File: config.mk
export PLATFORM = sky130hd
export DESIGN_NAME = charmatrix_frame_gen_flat
export DESIGN_NICKNAME = d
export VERILOG_FILES = /design/src/rtl/charmatrix_frame_gen_if.sv /design/src/rtl/charmatrix_frame_gen.sv /design/src/flat_wrapper.sv
export SDC_FILE = /design/constraint.sdc
export NUM_CORES = 1
export LEC_CHECK = 0
export CORE_MARGIN = 2
export CORE_UTILIZATION = 49
export CTS_BUF_LIST = sky130_fd_sc_hd__clkbuf_4 sky130_fd_sc_hd__clkbuf_8
export CTS_CLUSTER_DIAMETER = 200
export DETAILED_ROUTE_END_ITERATION = 8
export PLACE_DENSITY = 0.82
export SLEW_MARGIN = 25
export SYNTH_ARGS = -nofsm -noshare
export SYNTH_HDL_FRONTEND = slang
export SYNTH_SLANG_ARGS = --single-unit
export TNS_END_PERCENT = 10
File: constraint.sdc
create_clock -name clk20 -period 2.3 [get_ports clk20]
set_input_delay 0.46 -clock clk20 [delete_from_list [all_inputs] [get_ports clk20]]
set_output_delay 0.46 -clock clk20 [all_outputs]
set_load 0.1 [all_outputs]
File: src/rtl/charmatrix_frame_gen_if.sv
// Pixel stream link between the frame generator (master) and the ws2812b driver (slave).
interface charmatrix_frame_gen_if;
  logic [23:0] pix_data;
  logic        pix_valid;
  logic        pix_latch;
  logic        pix_ready;

  modport master (output pix_data, pix_valid, pix_latch, input pix_ready);
  modport slave  (input pix_data, pix_valid, pix_latch, output pix_ready);
endinterface

File: src/rtl/charmatrix_frame_gen.sv
// Character-matrix frame engine: byte-fed text/colour buffer, periodic glyph/colour ROM walk,
// one GRB word per LED to the strip driver. Define CHARMATRIX_DIM_EN to add the dim[1:0] input.
module charmatrix_frame_gen #(
  parameter int          NUM_CHARS   = 4,
  parameter int          GLYPH_BITS  = 35,
  parameter int          CIDX_W      = 4,
  parameter int          REFRESH_DIV = 65536,
  parameter logic [7:0]  BLANK_CHAR  = 8'h20
) (
  input  logic                  clk20,
  input  logic                  reset,
  input  logic [7:0]            rx_data,
  input  logic [CIDX_W-1:0]     rx_color,
  input  logic                  rx_valid,
  output logic                  rx_ready,
  input  logic                  mode_scroll,
  output logic [7:0]            char_index,
  input  logic [GLYPH_BITS-1:0] char_data,
  output logic [CIDX_W-1:0]     color_index,
  input  logic [23:0]           color_data,
`ifdef CHARMATRIX_DIM_EN
  input  logic [1:0]            dim,
`endif
  charmatrix_frame_gen_if.master pix,
  output logic                  busy,
  output logic                  frame_done
);

  localparam int TOTAL = NUM_CHARS * GLYPH_BITS;
  localparam int LED_W = $clog2(TOTAL + 1);
  localparam int CHR_W = (NUM_CHARS > 1) ? $clog2(NUM_CHARS) : 1;
  localparam int BIT_W = (GLYPH_BITS > 1) ? $clog2(GLYPH_BITS) : 1;
  localparam int CNT_W = $clog2(REFRESH_DIV);

  typedef enum logic [2:0] {IDLE, FETCH, LOAD, WAIT_READY, WAIT_STARTED} state_t;

  state_t            state, state_next;
  logic [7:0]        text [NUM_CHARS];
  logic [CIDX_W-1:0] cols [NUM_CHARS];
  logic [CHR_W-1:0]  wr_ptr;
  logic [CNT_W-1:0]  refresh_cnt;
  logic              refresh_tick;
  logic [LED_W-1:0]  led;
  logic [BIT_W-1:0]  bit_idx;
  logic [CHR_W-1:0]  chr;
  logic              accept;
  logic [23:0]       lit_color;

  assign accept = rx_valid && rx_ready;

`ifdef CHARMATRIX_DIM_EN
  assign lit_color = {color_data[23:16] >> dim, color_data[15:8] >> dim, color_data[7:0] >> dim};
`else
  assign lit_color = color_data;
`endif

  always_ff @(posedge clk20) begin
    if (reset) begin
      refresh_cnt  <= '0;
      refresh_tick <= 1'b0;
    end else begin
      refresh_tick <= (refresh_cnt == CNT_W'(REFRESH_DIV - 1));
      refresh_cnt  <= (refresh_cnt == CNT_W'(REFRESH_DIV - 1)) ? '0 : refresh_cnt + CNT_W'(1);
    end
  end

  // Control codes 0x0C/0x0D are consumed here and never reach the buffer.
  always_ff @(posedge clk20) begin
    if (reset) begin
      for (int unsigned i = 0; i < NUM_CHARS; i++) begin
        text[CHR_W'(i)] <= BLANK_CHAR;
        cols[CHR_W'(i)] <= '0;
      end
      wr_ptr   <= '0;
      rx_ready <= 1'b0;
    end else begin
      rx_ready <= !accept;
      if (accept) begin
        if (rx_data == 8'h0C) begin
          for (int unsigned i = 0; i < NUM_CHARS; i++) begin
            text[CHR_W'(i)] <= BLANK_CHAR;
            cols[CHR_W'(i)] <= '0;
          end
          wr_ptr <= '0;
        end else if (rx_data == 8'h0D) begin
          wr_ptr <= '0;
        end else if (mode_scroll) begin
          for (int unsigned i = 0; i + 1 < NUM_CHARS; i++) begin
            text[CHR_W'(i)] <= text[CHR_W'(i + 1)];
            cols[CHR_W'(i)] <= cols[CHR_W'(i + 1)];
          end
          text[CHR_W'(NUM_CHARS - 1)] <= rx_data;
          cols[CHR_W'(NUM_CHARS - 1)] <= rx_color;
        end else begin
          text[wr_ptr] <= rx_data;
          cols[wr_ptr] <= rx_color;
          wr_ptr <= (wr_ptr == CHR_W'(NUM_CHARS - 1)) ? '0 : wr_ptr + CHR_W'(1);
        end
      end
    end
  end

  always_ff @(posedge clk20) begin
    if (reset) state <= IDLE;
    else       state <= state_next;
  end

  always_comb begin
    state_next = state;
    case (state)
      IDLE:         if (refresh_tick) state_next = FETCH;
      FETCH:        state_next = LOAD;
      LOAD:         state_next = WAIT_READY;
      WAIT_READY:   if (pix.pix_ready) state_next = WAIT_STARTED;
      WAIT_STARTED: begin
        if (!pix.pix_ready) begin
          if (led == LED_W'(TOTAL)) state_next = IDLE;
          else if (bit_idx == '0)   state_next = FETCH;
          else                      state_next = LOAD;
        end
      end
      default:      state_next = IDLE;
    endcase
  end

  // bit_idx wrapping to 0 after the advance marks the start of a new character.
  always_ff @(posedge clk20) begin
    if (reset) begin
      led           <= '0;
      bit_idx       <= '0;
      chr           <= '0;
      char_index    <= '0;
      color_index   <= '0;
      pix.pix_data  <= '0;
      pix.pix_valid <= 1'b0;
      pix.pix_latch <= 1'b0;
      busy          <= 1'b0;
      frame_done    <= 1'b0;
    end else begin
      frame_done <= 1'b0;
      case (state)
        IDLE: if (refresh_tick) begin
          led     <= '0;
          bit_idx <= '0;
          chr     <= '0;
          busy    <= 1'b1;
        end
        FETCH: begin
          char_index  <= text[chr];
          color_index <= cols[chr];
        end
        LOAD: begin
          pix.pix_data  <= char_data[bit_idx] ? lit_color : '0;
          pix.pix_latch <= (led == LED_W'(TOTAL - 1));
        end
        WAIT_READY: if (pix.pix_ready) begin
          pix.pix_valid <= 1'b1;
          if (bit_idx == BIT_W'(GLYPH_BITS - 1)) begin
            bit_idx <= '0;
            chr     <= chr + CHR_W'(1);
          end else begin
            bit_idx <= bit_idx + BIT_W'(1);
          end
          led <= led + LED_W'(1);
        end
        WAIT_STARTED: if (!pix.pix_ready) begin
          pix.pix_valid <= 1'b0;
          if (led == LED_W'(TOTAL)) begin
            frame_done    <= 1'b1;
            busy          <= 1'b0;
            pix.pix_latch <= 1'b0;
          end
        end
        default: ;
      endcase
    end
  end

endmodule
File: src/flat_wrapper.sv
// flat-port wrapper written by rule: the top's interface ports become plain ports
module charmatrix_frame_gen_flat 
#(
  parameter int          NUM_CHARS   = 4,
  parameter int          GLYPH_BITS  = 35,
  parameter int          CIDX_W      = 4,
  parameter int          REFRESH_DIV = 65536,
  parameter logic [7:0]  BLANK_CHAR  = 8'h20
)
  (clk20, reset, rx_data, rx_color, rx_valid, rx_ready, mode_scroll, char_index, char_data, color_index, color_data, busy, frame_done, pix_pix_data, pix_pix_valid, pix_pix_latch, pix_pix_ready);
  charmatrix_frame_gen_if pix_i ();
  input  logic clk20;
  input  logic reset;
  input  logic [7:0] rx_data;
  input  logic [CIDX_W-1:0] rx_color;
  input  logic rx_valid;
  output logic rx_ready;
  input  logic mode_scroll;
  output logic [7:0] char_index;
  input  logic [GLYPH_BITS-1:0] char_data;
  output logic [CIDX_W-1:0] color_index;
  input  logic [23:0] color_data;
  output logic busy;
  output logic frame_done;
  output wire logic [$bits(pix_i.pix_data)-1:0] pix_pix_data;
  output wire logic [$bits(pix_i.pix_valid)-1:0] pix_pix_valid;
  output wire logic [$bits(pix_i.pix_latch)-1:0] pix_pix_latch;
  input wire logic [$bits(pix_i.pix_ready)-1:0] pix_pix_ready;
  assign pix_pix_data = pix_i.pix_data;
  assign pix_pix_valid = pix_i.pix_valid;
  assign pix_pix_latch = pix_i.pix_latch;
  assign pix_i.pix_ready = pix_pix_ready;
  charmatrix_frame_gen #(.NUM_CHARS(NUM_CHARS), .GLYPH_BITS(GLYPH_BITS), .CIDX_W(CIDX_W), .REFRESH_DIV(REFRESH_DIV), .BLANK_CHAR(BLANK_CHAR)) u_core (.clk20(clk20), .reset(reset), .rx_data(rx_data), .rx_color(rx_color), .rx_valid(rx_valid), .rx_ready(rx_ready), .mode_scroll(mode_scroll), .char_index(char_index), .char_data(char_data), .color_index(color_index), .color_data(color_data), .pix(pix_i), .busy(busy), .frame_done(frame_done));
endmodule
# After elaboration in Yosys (flattened, before gate mapping)
# Memories as Yosys holds them, arrays and structs flattened. A register that Yosys moved wholly into a read port is not among the register bits.
# Index checks and enable logic that the tools add are counted.
[totals]
mem_bits_rw = 48
memories = 2
regBits = 67
[op_classes]
n_eq_ne = 17
addsub = 5
n_mux = 73
reduce_logical = 19
bitwise_logic = 17
n_lt_le_gt_ge = 1
[memory_table]
columns = ["memory", "words", "word_bits", "read_ports", "rd_clocked_by_memory_dff", "wr", "line_no", "source"]
rows = [
  ["u_core.text", 4, 8, 4, 1, 4, "charmatrix_frame_gen.sv:38", "logic [7:0] text [NUM_CHARS];"],
  ["u_core.cols", 4, 4, 4, 1, 4, "charmatrix_frame_gen.sv:39", "logic [CIDX_W-1:0] cols [NUM_CHARS];"],
]
[ops]
columns = ["operator", "count"]
rows = [
  ["$mux 8", 11],
  ["$mux 4", 9],
  ["$mux 1", 27],
  ["$mux 24", 1],
  ["$mux 2", 10],
  ["$mux 6", 3],
  ["$add 16x1->16 const B", 1],
  ["$eq 16x16->1 const B", 1],
  ["$eq 8x4->1 const B", 2],
  ["$eq 8x8->1 const B", 2],
  ["$or 1x1->1", 16],
  ["$pmux 8 s2", 1],
  ["$pmux 3 s5", 1],
  ["$mux 3", 4],
  ["$pmux 6 s2", 1],
  ["$reduce_and 3->1", 4],
  ["$add 8x1->8 const B", 1],
  ["$reduce_and 4->1", 2],
  ["$reduce_bool 2->1", 4],
  ["$reduce_or 8->1", 1],
  ["$lt 6x7->1 const B", 1],
  ["$add 6x1->6 const B", 1],
  ["$bmux 1 s6", 1],
  ["$eq 3x2->1 const B", 2],
  ["19 further kinds", 25],
]

# Logic depth before layout (Yosys ltp)
# Gate-level depths: netlist of the first run.
[depth]
ltp_word = 8
mapped_depth = 9
ltp_nobuf = 6

# Worst setup path before layout of the first run
# OpenSTA, ideal clock, no wires.
[synth_timing]
path_type = "flip-flop to flip-flop"
startpoint = "register u_core.rx_ready"
endpoint = "memory u_core.cols[2][0], enable pin"
path_stages_with_launch = 6
n_path_buf = 1
arrival_ps = 2371
period_less_slack_ps = 2730
setup_slack_ps = -430
path_cell_list = "dfxtp_1 o211ai_1 nor2_1 and3_1 clkbuf_1 nand2b_1"
[synth_rtl]
columns = ["item", "line_no", "source"]
rows = [
  ["start, declared", "charmatrix_frame_gen.sv:15", "output logic rx_ready,"],
  ["start signal, assigned", "charmatrix_frame_gen.sv:77", "rx_ready <= !accept;"],
  ["end, declared", "charmatrix_frame_gen.sv:39", ""],
]

# Worst setup path in the final report of the first run
[layout_timing]
startpoint = "register u_core.bit_idx[1]"
endpoint = "register u_core.pix.pix_data[23]"
[layout_via]
elab_chain_len = 3
[layout_lines]
columns = ["item", "line_no", "source"]
rows = [
  ["start, declared", "charmatrix_frame_gen.sv:44", "logic [BIT_W-1:0] bit_idx;"],
  ["start signal, assigned", "charmatrix_frame_gen.sv:162", "bit_idx <= bit_idx + BIT_W'(1);"],
  ["$bmux 1 s6", "charmatrix_frame_gen.sv:153", "pix.pix_data <= char_data[bit_idx] ? lit_color : '0;"],
  ["$mux 1 (implied by the code)", "charmatrix_frame_gen.sv:153", ""],
  ["$mux 24", "charmatrix_frame_gen.sv:153", ""],
  ["end signal, assigned", "charmatrix_frame_gen.sv:153", ""],
  ["end, declared", "charmatrix_frame_gen_if.sv:8", "modport master (output pix_data, pix_valid, pix_latch, input pix_ready);"],
]
# Every way passes these cells. The select of a mux whose other input is x is not followed.
# A chain may end at the register's enable or synchronous reset.

==> out/qor.yml, run 1 <==
critPathMaxStageDelay_ns: 0.60
antenna_found_initial: 0
crit_path_frequent_cell: "mux4_2"
synth-main-ff-cell: "dfxtp_1"
cts_buffer_depth: 2
drive_gt1_frac: 0.222
place_area_mm2: 0.00744
cts_tree: "done"
path_delay_family: "multiplexers"
synthArstFlopShare: 0
clk_latency_ns: 0.44
area_delta_synth_final_pct: 32.0
synth_edf_count: 48
final_cell_mix: "buf_4 (79), dfxtp_1 (77), clkdlybuf4s50_1 (75)"
critPathLaunchType: "register"
start_util: 0.501
vias_per_cell: 5.86
fin_crit_ns: 2.26
grt_usage: 0.227
yosys-top-cells-area: "dfxtp_1 (26%), edfxtp_1 (24%), mux4_2 (5.6%), a22o_1 (4.8%), a221o_1 (4.0%)"
dp_hpwl_um: 10400
netlist_instances: 548
finalSetupViolCount: 0
required_ns: 2.62
grt_pass1_wl_um: 23400
die_y_um: 115
ys_seq_area_frac: 0.504
rows: 40
end_kind: "register"
clockRootBuffer: "clkbuf_8"
powerDensity_mw_per_mm2: 586
final_antenna_net_count: 0
ys_types: 54
period_share: 0.983
ys_ff_latch: 127
hp-start: "u_core.refresh_cnt[0]"
gr-total-overflow: 0
vias: 4988
grt_start_max_net_pins: 34
final_cell_area_mm2: 0.00791
critPathArrivalTime_ns: 2.58
finalHoldViolations: 0
clock_skew_ns: 0.00901
dr.pass1.iters: 5
netlist_area_mm2: 0.00599
die-area_mm2: 0.0131
critPathMaxFanout: 7
path_cells: "buf_12, mux4_2, mux4_2, and3_2, a221o_1"
core_mm2: 0.0120
drv_slew: 0
cp-startpoint: "u_core.bit_idx[1]"
cap_viol_max_count: 0
leakagePower_nw: 3.03
worst_pin_slew_ns: 0.745
postCtsSetupRepairBufs: 0
post-route-util: 0.661
hp-class: "register to register"
path_class: "register to register"
clock.fmax_ghz: 0.442
wl_per_cell_um: 17.5
status: "complete, no violations"
total_power_mw: 4.63
worstReg2RegStart: "u_core.bit_idx[1]"
mostFrequentLayoutCell: "buf_4"
yosysWarnings: 0
post-synth-top-area-fraction: 0.264
synth.avg_cell_area_um2: 10.9
io_buffers: 116
gp_congestion: 0.824
rsz0062_at_grt: "false"
io_pins: 117
finalWirelength_um: 14900
clkTransAtPathRegs_ns: 0.07
grt_pass1_vias: 4839
cp_slowest_cell: "mux4_2"
peakVddDrop_v: 0.000407
htreeDepth: 4
path_buf_inv: 1
dr.first_iter.drc_count: 472
nNetsFinal: 774
relSlewSlack: 0.499
die_w_um: 115
diodes: 0
cts_made_buffers: 17
synth_nets: 631
post-route-drc-count: 0
cts_sinks: 127
yosys.area.top_type: "dfxtp_1"
## sequential cells by signal, summed over array words and instances, names as in the netlist
| register | cells |
|---|---|
| u_core.bit_idx | 6 |
| u_core.color_index | 4 |
| u_core.pix.pix_latch | 1 |
| u_core.wr_ptr | 2 |
| u_core.rx_ready | 1 |
| u_core.state | 3 |
| u_core.refresh_tick | 1 |
| u_core.pix.pix_valid | 1 |
| u_core.led | 8 |
| u_core.char_index | 8 |
| u_core.cols | 16 |
| u_core.refresh_cnt | 16 |
| u_core.chr | 2 |
| u_core.text | 32 |
| u_core.busy | 1 |
| u_core.pix.pix_data | 24 |
| u_core.frame_done | 1 |
## per-layer routing
metal	vias up	track usage	part of all wire
li1	2365	-	-
met3	19	0.0572	0.064
met4	0	0.0902	0.019
met1	2438	0.270	0.42
met2	166	0.395	0.50
met5	-	0	0
## power breakdown
| part | internal (mW) | switching [mW] |
|---|---|---|
| Clock | 0.985 | 0.888 |
| Combinational | 0.201 | 0.150 |
| Sequential | 2.38 | 0.0272 |
## cell type report
type | instances | area (µm²)
tap | 147 | 184
inverter | 10 | 37.5
fill | 907 | 4050
clock inverter | 13 | 143
timing repair buffer | 161 | 1480
sequential | 127 | 3030
multi-input combinational | 374 | 2790
clock buffer | 19 | 249
## metrics by stage
stage          std cells  TNS (ns)  hold slack [ns]  setup slack, ns
2_1_floorplan        548         0            0.418           0.0275
3_3_place_gp         816    -20.94            0.427           -0.362
3_5_place_dp         816    -23.11            0.436           -0.415
4_1_cts              850         0            0.453          0.00248
5_1_grt              851         0            0.481           0.0142
6_report             851         0            0.452           0.0382
## synthesized netlist by cell type, types with 5 or more instances
library cell and instances:
nor3_1 13, mux2i_1 5, and3_1 28, nor2_1 44, xor2_1 11, nand4_1 9
and2_1 14, xnor2_1 13, nand2b_1 7, a221o_1 24, ha_1 7, inv_1 10
clkbuf_1 29, dfxtp_1 79, nor2b_1 7, nand2_1 41, nor3b_1 5, o21ai_0 7
a21oi_1 26, a22o_1 33, nand3_1 16, mux4_2 15, edfxtp_1 48
## worst paths after layout
| kind | endpoint | slack [ns] | cells past startpoint |
|---|---|---|---|
| worst min register to register | u_core.refresh_cnt[0] | 0.45 | 1 |
| worst max register to register | u_core.pix.pix_data[23] | 0.04 | 5 |
| worst min-delay path | u_core.refresh_cnt[0] | 0.45 | 1 |
| worst max-delay path | u_core.pix.pix_data[23] | 0.04 | 5 |
## cells by family (layout without fill, tap and decap cells)
logic type      after synthesis  count (layout)  share of synthesized area
simple gates                207             207                      0.181
flops                       127             127                      0.504
compound gates              109             109                      0.141
buf+inv                      49             203                     0.0395
mux                          25              27                     0.0841
xor+xnor                     24              24                     0.0351
fa+ha+maj                     7               7                     0.0146
## repair_timing
item	CTS	global route
hold endpoints to repair	0	0
gates cloned	2	1
resized for setup	6	7
endpoints found under the setup margin	24	24
hold buffers	0	0
pin swaps	1	1
Note: power is estimated with default switching activity, not from simulation.
==> inputs of run 2 (changes only) <==
GPL_ROUTABILITY_DRIVEN = 0   (was default)
==> results of run 2 <==
No change in the layout: final DEF, timing and power equal those of run 1.
==> RTL change 1, RTL diff (config.mk and constraints of run 1) <==
Add an input register stage for `mode_scroll`, without a reset; this delays it by one clock. The other inputs are not delayed to match.
--- a/src/rtl/charmatrix_frame_gen.sv
+++ b/src/rtl/charmatrix_frame_gen.sv
@@ -33,6 +33,12 @@
   localparam int CNT_W = $clog2(REFRESH_DIV);
 
   typedef enum logic [2:0] {IDLE, FETCH, LOAD, WAIT_READY, WAIT_STARTED} state_t;
+
+  logic mode_scroll_q;
+
+  always_ff @(posedge clk20) begin
+    mode_scroll_q <= mode_scroll;
+  end
 
   state_t            state, state_next;
   logic [7:0]        text [NUM_CHARS];
@@ -84,7 +90,7 @@
           wr_ptr <= '0;
         end else if (rx_data == 8'h0D) begin
           wr_ptr <= '0;
-        end else if (mode_scroll) begin
+        end else if (mode_scroll_q) begin
           for (int unsigned i = 0; i + 1 < NUM_CHARS; i++) begin
             text[CHR_W'(i)] <= text[CHR_W'(i + 1)];
             cols[CHR_W'(i)] <= cols[CHR_W'(i + 1)];
Check against the original RTL: no difference found for any inputs over 10 cycles, from zero or initial values and one cycle with reset high; that may be too few to reach the edited logic, so the function may still have changed.
==> RTL change 1 against run 1 <==
Total power up 3.0%. Setup slack better by 140 ps. Area after synthesis up 3.1%. Largest cell class unchanged. Clock skew up 1.5 ps. Design area up 1.7%. Routed wire length up 2.1%. Sequential cell count up 1. Hold slack worse by 1.5 ps. Non-clock buffer count down 8.
==> RTL change 1: results (changes against run 1) <==
The flow ran to the end, and the final reports show no timing, DRC or antenna violations. The tools report the endpoint arrival time on the critical path as 2440 ps (-140 ps). For the worst-case setup slack after placement, the log shows -106 ps (+309 ps).

The fraction of layout cells with a size suffix above 1 was 20.2% (-2.0 points); the number of nets in the final layout was 788 (+1.8%). The tools report the net count after synthesis as 658 (+4.3%). The sequential cell area fraction in the yosys report is 49.2% (-1.2 points), and the gate count after technology mapping is 575 (+4.9%).

The endpoint identified for the worst register-to-register timing path is u_core.pix.pix_data[6]. The largest net degree at the start of global routing is 49 (+44%). The tightest slew margin relative to the limit is 52.3% (+2.4 points), and the internal reg-to-reg setup slack is 180 ps (+140 ps).

The leakage dissipation came out at 2.89 nW (-4.7%). The startpoint of the worst hold path was u_core.rx_ready. The run gives 890 (+4.6%) as the final standard cell count with taps included and fillers excluded. The largest clock skew in the final design is 10.5 ps (+1.48 ps).

The largest fanout on the critical path came out at 24 (+17). The first-iteration detailed-routing DRC count came out at 667 (+41%). End point of the worst hold path: u_core.rx_ready. The tools report the count of fill cells added during filler insertion as 959 (+5.7%). The final weighted congestion in routability-driven placement is 0.834 (+1.3%). The run gives 22.9% (+0.18 points) as the combined global-route utilization of all metal layers. The tools report the met3 routing resource usage after global routing as 5.81% (+0.095 points). The post-cts gate resize count was 0 (-6).

The master of the slowest instance on the critical path was sky130_fd_sc_hd__dfxtp_2. The detailed-routing wirelength on met1 was 6460 um (+3.6%). Fraction of met2 tracks used by global routing: 38.2% (-1.3 points). The maximum single-stage delay on the critical path was 420 ps (-180 ps); the routed wire length was 15200 um (+2.1%). The number of buffers on the longest clock path was 2 (unchanged); the placement-stage cell area was 7620 um^2 (+2.3%).

The final HPWL from detailed placement is 10900 um (+5.2%). The logs give 857 (+5.0%) for the count of placed standard cells including taps and 1180 um (+24%) for the detailed route wirelength on metal3. The average via count per standard cell works out to 5.80 (-1.1%). For the routed length on met2, the log shows 7370 um (-0.77%). The global-route wire length before repair is 24400 um (+3.9%), and the count of cells along the worst register-to-register path is 6 (+1). The maximum vdd drop is 0.414 mV (+1.9%), and the number of global-route vias before repair is 4926 (+1.8%).

Counting instances in the post-synthesis netlist gives the leading cell types as sky130_fd_sc_hd__dfxtp_1 (80), sky130_fd_sc_hd__nor2_1 (50), sky130_fd_sc_hd__edfxtp_1 (48). The quantity of I/O buffers inserted on ports came out at 116 (unchanged). The tightest hold margin is 451 ps (-1.52 ps), and the global-route met1 utilization is 29.6% (+2.6 points). Sorting the synthesized cells by area gives the leading types as sky130_fd_sc_hd__dfxtp_1 (26%), sky130_fd_sc_hd__edfxtp_1 (23%), sky130_fd_sc_hd__mux4_2 (5.1%).
## RTL change 1: how the worst max path moves through the flow
stage | depth (start not counted) | slack [ps] | startpoint | end
2_1_floorplan | 4 | 160 | u_core.rx_ready | u_core.cols[1][0]
3_3_place_gp | 6 | -260 | char_data[18] | u_core.pix.pix_data[12]
3_5_place_dp | 7 | -110 | char_data[16] | u_core.pix.pix_data[6]
4_1_cts | 6 | 110 | u_core.bit_idx[1] | u_core.pix.pix_data[6]
5_1_grt | 6 | 110 | u_core.bit_idx[1] | u_core.pix.pix_data[3]
6_report | 6 | 180 | u_core.bit_idx[1] | u_core.pix.pix_data[6]
## RTL change 1: critical path: cells and delay by family, from the launching register on
| kind | cells | cell delay, ps |
|---|---|---|
| muxes | 1 | 340 |
| AOI/OAI and AO/OA | 3 | 770 |
| and+or+nand+nor | 1 | 310 |
| DFF | 1 | 420 |
| buffers and inverters | 1 | 160 |
## RTL change 1: logic make-up (layout without fill, tap and decap cells)
logic type,count (synthesis),after routing,synth area share [%]
AO/OA/AOI/OAI,156,156,18.3
buffers and inverters,51,194,3.91
XOR/XNOR,25,25,3.54
adder cells (fa/ha/maj),7,7,1.42
AND/OR/NAND/NOR,182,182,15.4
flip-flops,128,128,49.2
multiplexers,26,26,8.12
## RTL change 1: layout make-up
class | count | area, um^2 | area share (%)
inverters | 9 | 33.8 | 0.420
clock buffers | 21 | 264 | 3.28
flip-flops and latches | 128 | 3050 | 37.9
clock inverters | 11 | 140 | 1.74
multi-input cells | 396 | 2910 | 36.2
well taps | 172 | 215 | 2.68
repair buffers | 153 | 1430 | 17.8
## RTL change 1: power breakdown
group	switching, W	total (W)	internal, W
Sequential	0.0000319	0.00243	0.00240
Clock	0.000864	0.00197	0.00111
Combinational	0.000160	0.000368	0.000208
Total	0.00106	0.00477	0.00372
==> RTL change 2, RTL diff (config.mk and constraints of run 1) <==
Without the edit above. `REFRESH_DIV` is set to 65536 in 2 places; all go to 32768.
--- a/src/rtl/charmatrix_frame_gen.sv
+++ b/src/rtl/charmatrix_frame_gen.sv
@@ -4,7 +4,7 @@
   parameter int          NUM_CHARS   = 4,
   parameter int          GLYPH_BITS  = 35,
   parameter int          CIDX_W      = 4,
-  parameter int          REFRESH_DIV = 65536,
+  parameter int          REFRESH_DIV = 32768,
   parameter logic [7:0]  BLANK_CHAR  = 8'h20
 ) (
   input  logic                  clk20,
--- a/src/flat_wrapper.sv
+++ b/src/flat_wrapper.sv
@@ -4,7 +4,7 @@
   parameter int          NUM_CHARS   = 4,
   parameter int          GLYPH_BITS  = 35,
   parameter int          CIDX_W      = 4,
-  parameter int          REFRESH_DIV = 65536,
+  parameter int          REFRESH_DIV = 32768,
   parameter logic [7:0]  BLANK_CHAR  = 8'h20
 )
   (clk20, reset, rx_data, rx_color, rx_valid, rx_ready, mode_scroll, char_index, char_data, color_index, color_data, busy, frame_done, pix_pix_data, pix_pix_valid, pix_pix_latch, pix_pix_ready);
Function: no difference found for any inputs over 10 cycles, from zero or initial values and one cycle with reset high; that may be too few to reach the edited logic, so the function may still have changed.
==> RTL change 2 against run 1 <==
Routed wire length shrank 11%. Global-route usage fell by 1.2 points. Design area decreased by 4.0%. Sequential cell count down 1. Total power rose by 2.0%. Area after synthesis down 4.4%. Setup slack improved by 150 ps. Cell count decreased by 5.9%.
==> RTL change 2: results (changes against run 1) <==
The flow ran to the end, and the final reports show no timing, DRC or antenna violations. For the fraction of met2 tracks used by global routing, the log shows 36.3% (-3.2 points). The count of cells along the worst register-to-register path is 6 (+1), and the maximum single-stage delay on the critical path is 480 ps (-120 ps). The run gives 728 (-5.9%) as the number of nets in the final layout. The adder-cell area share of the yosys netlist is 1.53% (+0.068 points), and the placement-stage cell area is 7170 um^2 (-3.7%). The routed length on met2 is 6630 um (-11%). The largest registers in the layout are u_core.text (32), u_core.pix.pix_data (24), u_core.cols (16). The final weighted congestion in routability-driven placement is 0.825 (about the same), and the post-synthesis average cell area is 11.4 um^2 (+3.9%). By count the netlist is led by sky130_fd_sc_hd__dfxtp_1 (78), sky130_fd_sc_hd__a22o_1 (53), sky130_fd_sc_hd__edfxtp_1 (48). The logs give 769 (-5.8%) for the count of placed standard cells including taps and 13200 um (-11%) for the routed wire length. The logs give -226 ps (+190 ps) for the worst-case setup slack after placement and 28.1% (+1.1 points) for the global-route met1 utilization. The final core area utilization came out at 66.5% (+0.41 points).

The tools report the post-cts gate resize count as 0 (-6). The tools report the maximum vdd drop as 0.396 mV (-2.8%). By area the synthesized netlist is led by sky130_fd_sc_hd__dfxtp_1 (27%), sky130_fd_sc_hd__edfxtp_1 (25%), sky130_fd_sc_hd__a22o_1 (8.1%). The logs give 4590 (-5.1%) for the number of global-route vias before repair and 801 (-5.9%) for the final standard cell count with taps included and fillers excluded. The fraction of the mapped netlist area in compound gates is 15.0% (+0.89 points). The fraction of synthesized cell area in xor and xnor cells is 3.21% (-0.30 points), and the largest clock skew in the final design is 8.99 ps (-0.0160 ps). Number of iterations in the first detailed-routing pass: 6 (+1). The met3 routing resource usage after global routing came out at 5.29% (-0.43 points).

Fraction of layout cells with a size suffix above 1: 22.5% (+0.33 points). Combined global-route utilization of all metal layers: 21.5% (-1.2 points). The count of fill cells added during filler insertion was 836 (-7.8%); the net count after synthesis was 587 (-7.0%).

The first-iteration detailed-routing DRC count is 294 (-38%), and the endpoint arrival time on the critical path is 2210 ps (-370 ps). The count of vias placed by the detailed router is 4474 (-10%), and the worst-skew pair later-pin latency is 420 ps (-20 ps). The detailed-routing wirelength on met1 was 5610 um (-10%); the global-route wire length before repair was 21900 um (-6.4%).

The pin slew with the least headroom to its limit was 535 ps (-210 ps). The sequential cell area fraction in the yosys report came out at 52.4% (+2.0 points). The tools report the detailed route wirelength on metal3 as 913 um (-3.8%).
RTL change 2: changes by cell type after synthesis, moves of 4 or more:
cell and delta:
sky130_fd_sc_hd__xnor2_1 -6, sky130_fd_sc_hd__nand3_1 -4, sky130_fd_sc_hd__and3_1 -21, sky130_fd_sc_hd__nor2_1 -5, sky130_fd_sc_hd__a22o_2 +4, sky130_fd_sc_hd__clkbuf_1 -4
sky130_fd_sc_hd__and3_2 -4, sky130_fd_sc_hd__a221o_1 -24, sky130_fd_sc_hd__a22o_1 +20, sky130_fd_sc_hd__nor4_1 -4
RTL change 2: path summary, 6_finish.rpt:
kind,start,end,slack (ps)
hold reg to reg,u_core.refresh_cnt[0],u_core.refresh_cnt[0],460
setup / recovery,rx_data[1],u_core.cols[2][1],190
setup reg to reg,u_core.bit_idx[1],u_core.pix.pix_data[1],190
hold / removal,u_core.refresh_cnt[0],u_core.refresh_cnt[0],460
RTL change 2: final cells by class:
class	instances	area share (%)
Multi-Input combinational cell	337	33.5
Tap cell	143	2.36
Inverter	8	0.428
Sequential cell	126	39.6
Timing Repair Buffer	155	18.6
Clock buffer	17	3.08
Clock inverter	15	2.45
RTL change 2: critical path: cells and delay by family:
family | cells | cell delay, ps
AOI/OAI and AO/OA | 1 | 280
buffers and inverters | 1 | 480
and+or+nand+nor | 4 | 980
RTL change 2: power groups by stage:
stage	logic [W]	registers (W)	clock network (W)
6_report	0.000332	0.00240	0.00200
5_1_grt	0.000357	0.00240	0.00211
4_1_cts	0.000334	0.00240	0.00203
3_5_place_dp	0.000333	0.00245	0
3_3_place_gp	0.000321	0.00244	0
2_1_floorplan	0.000111	0.00244	0
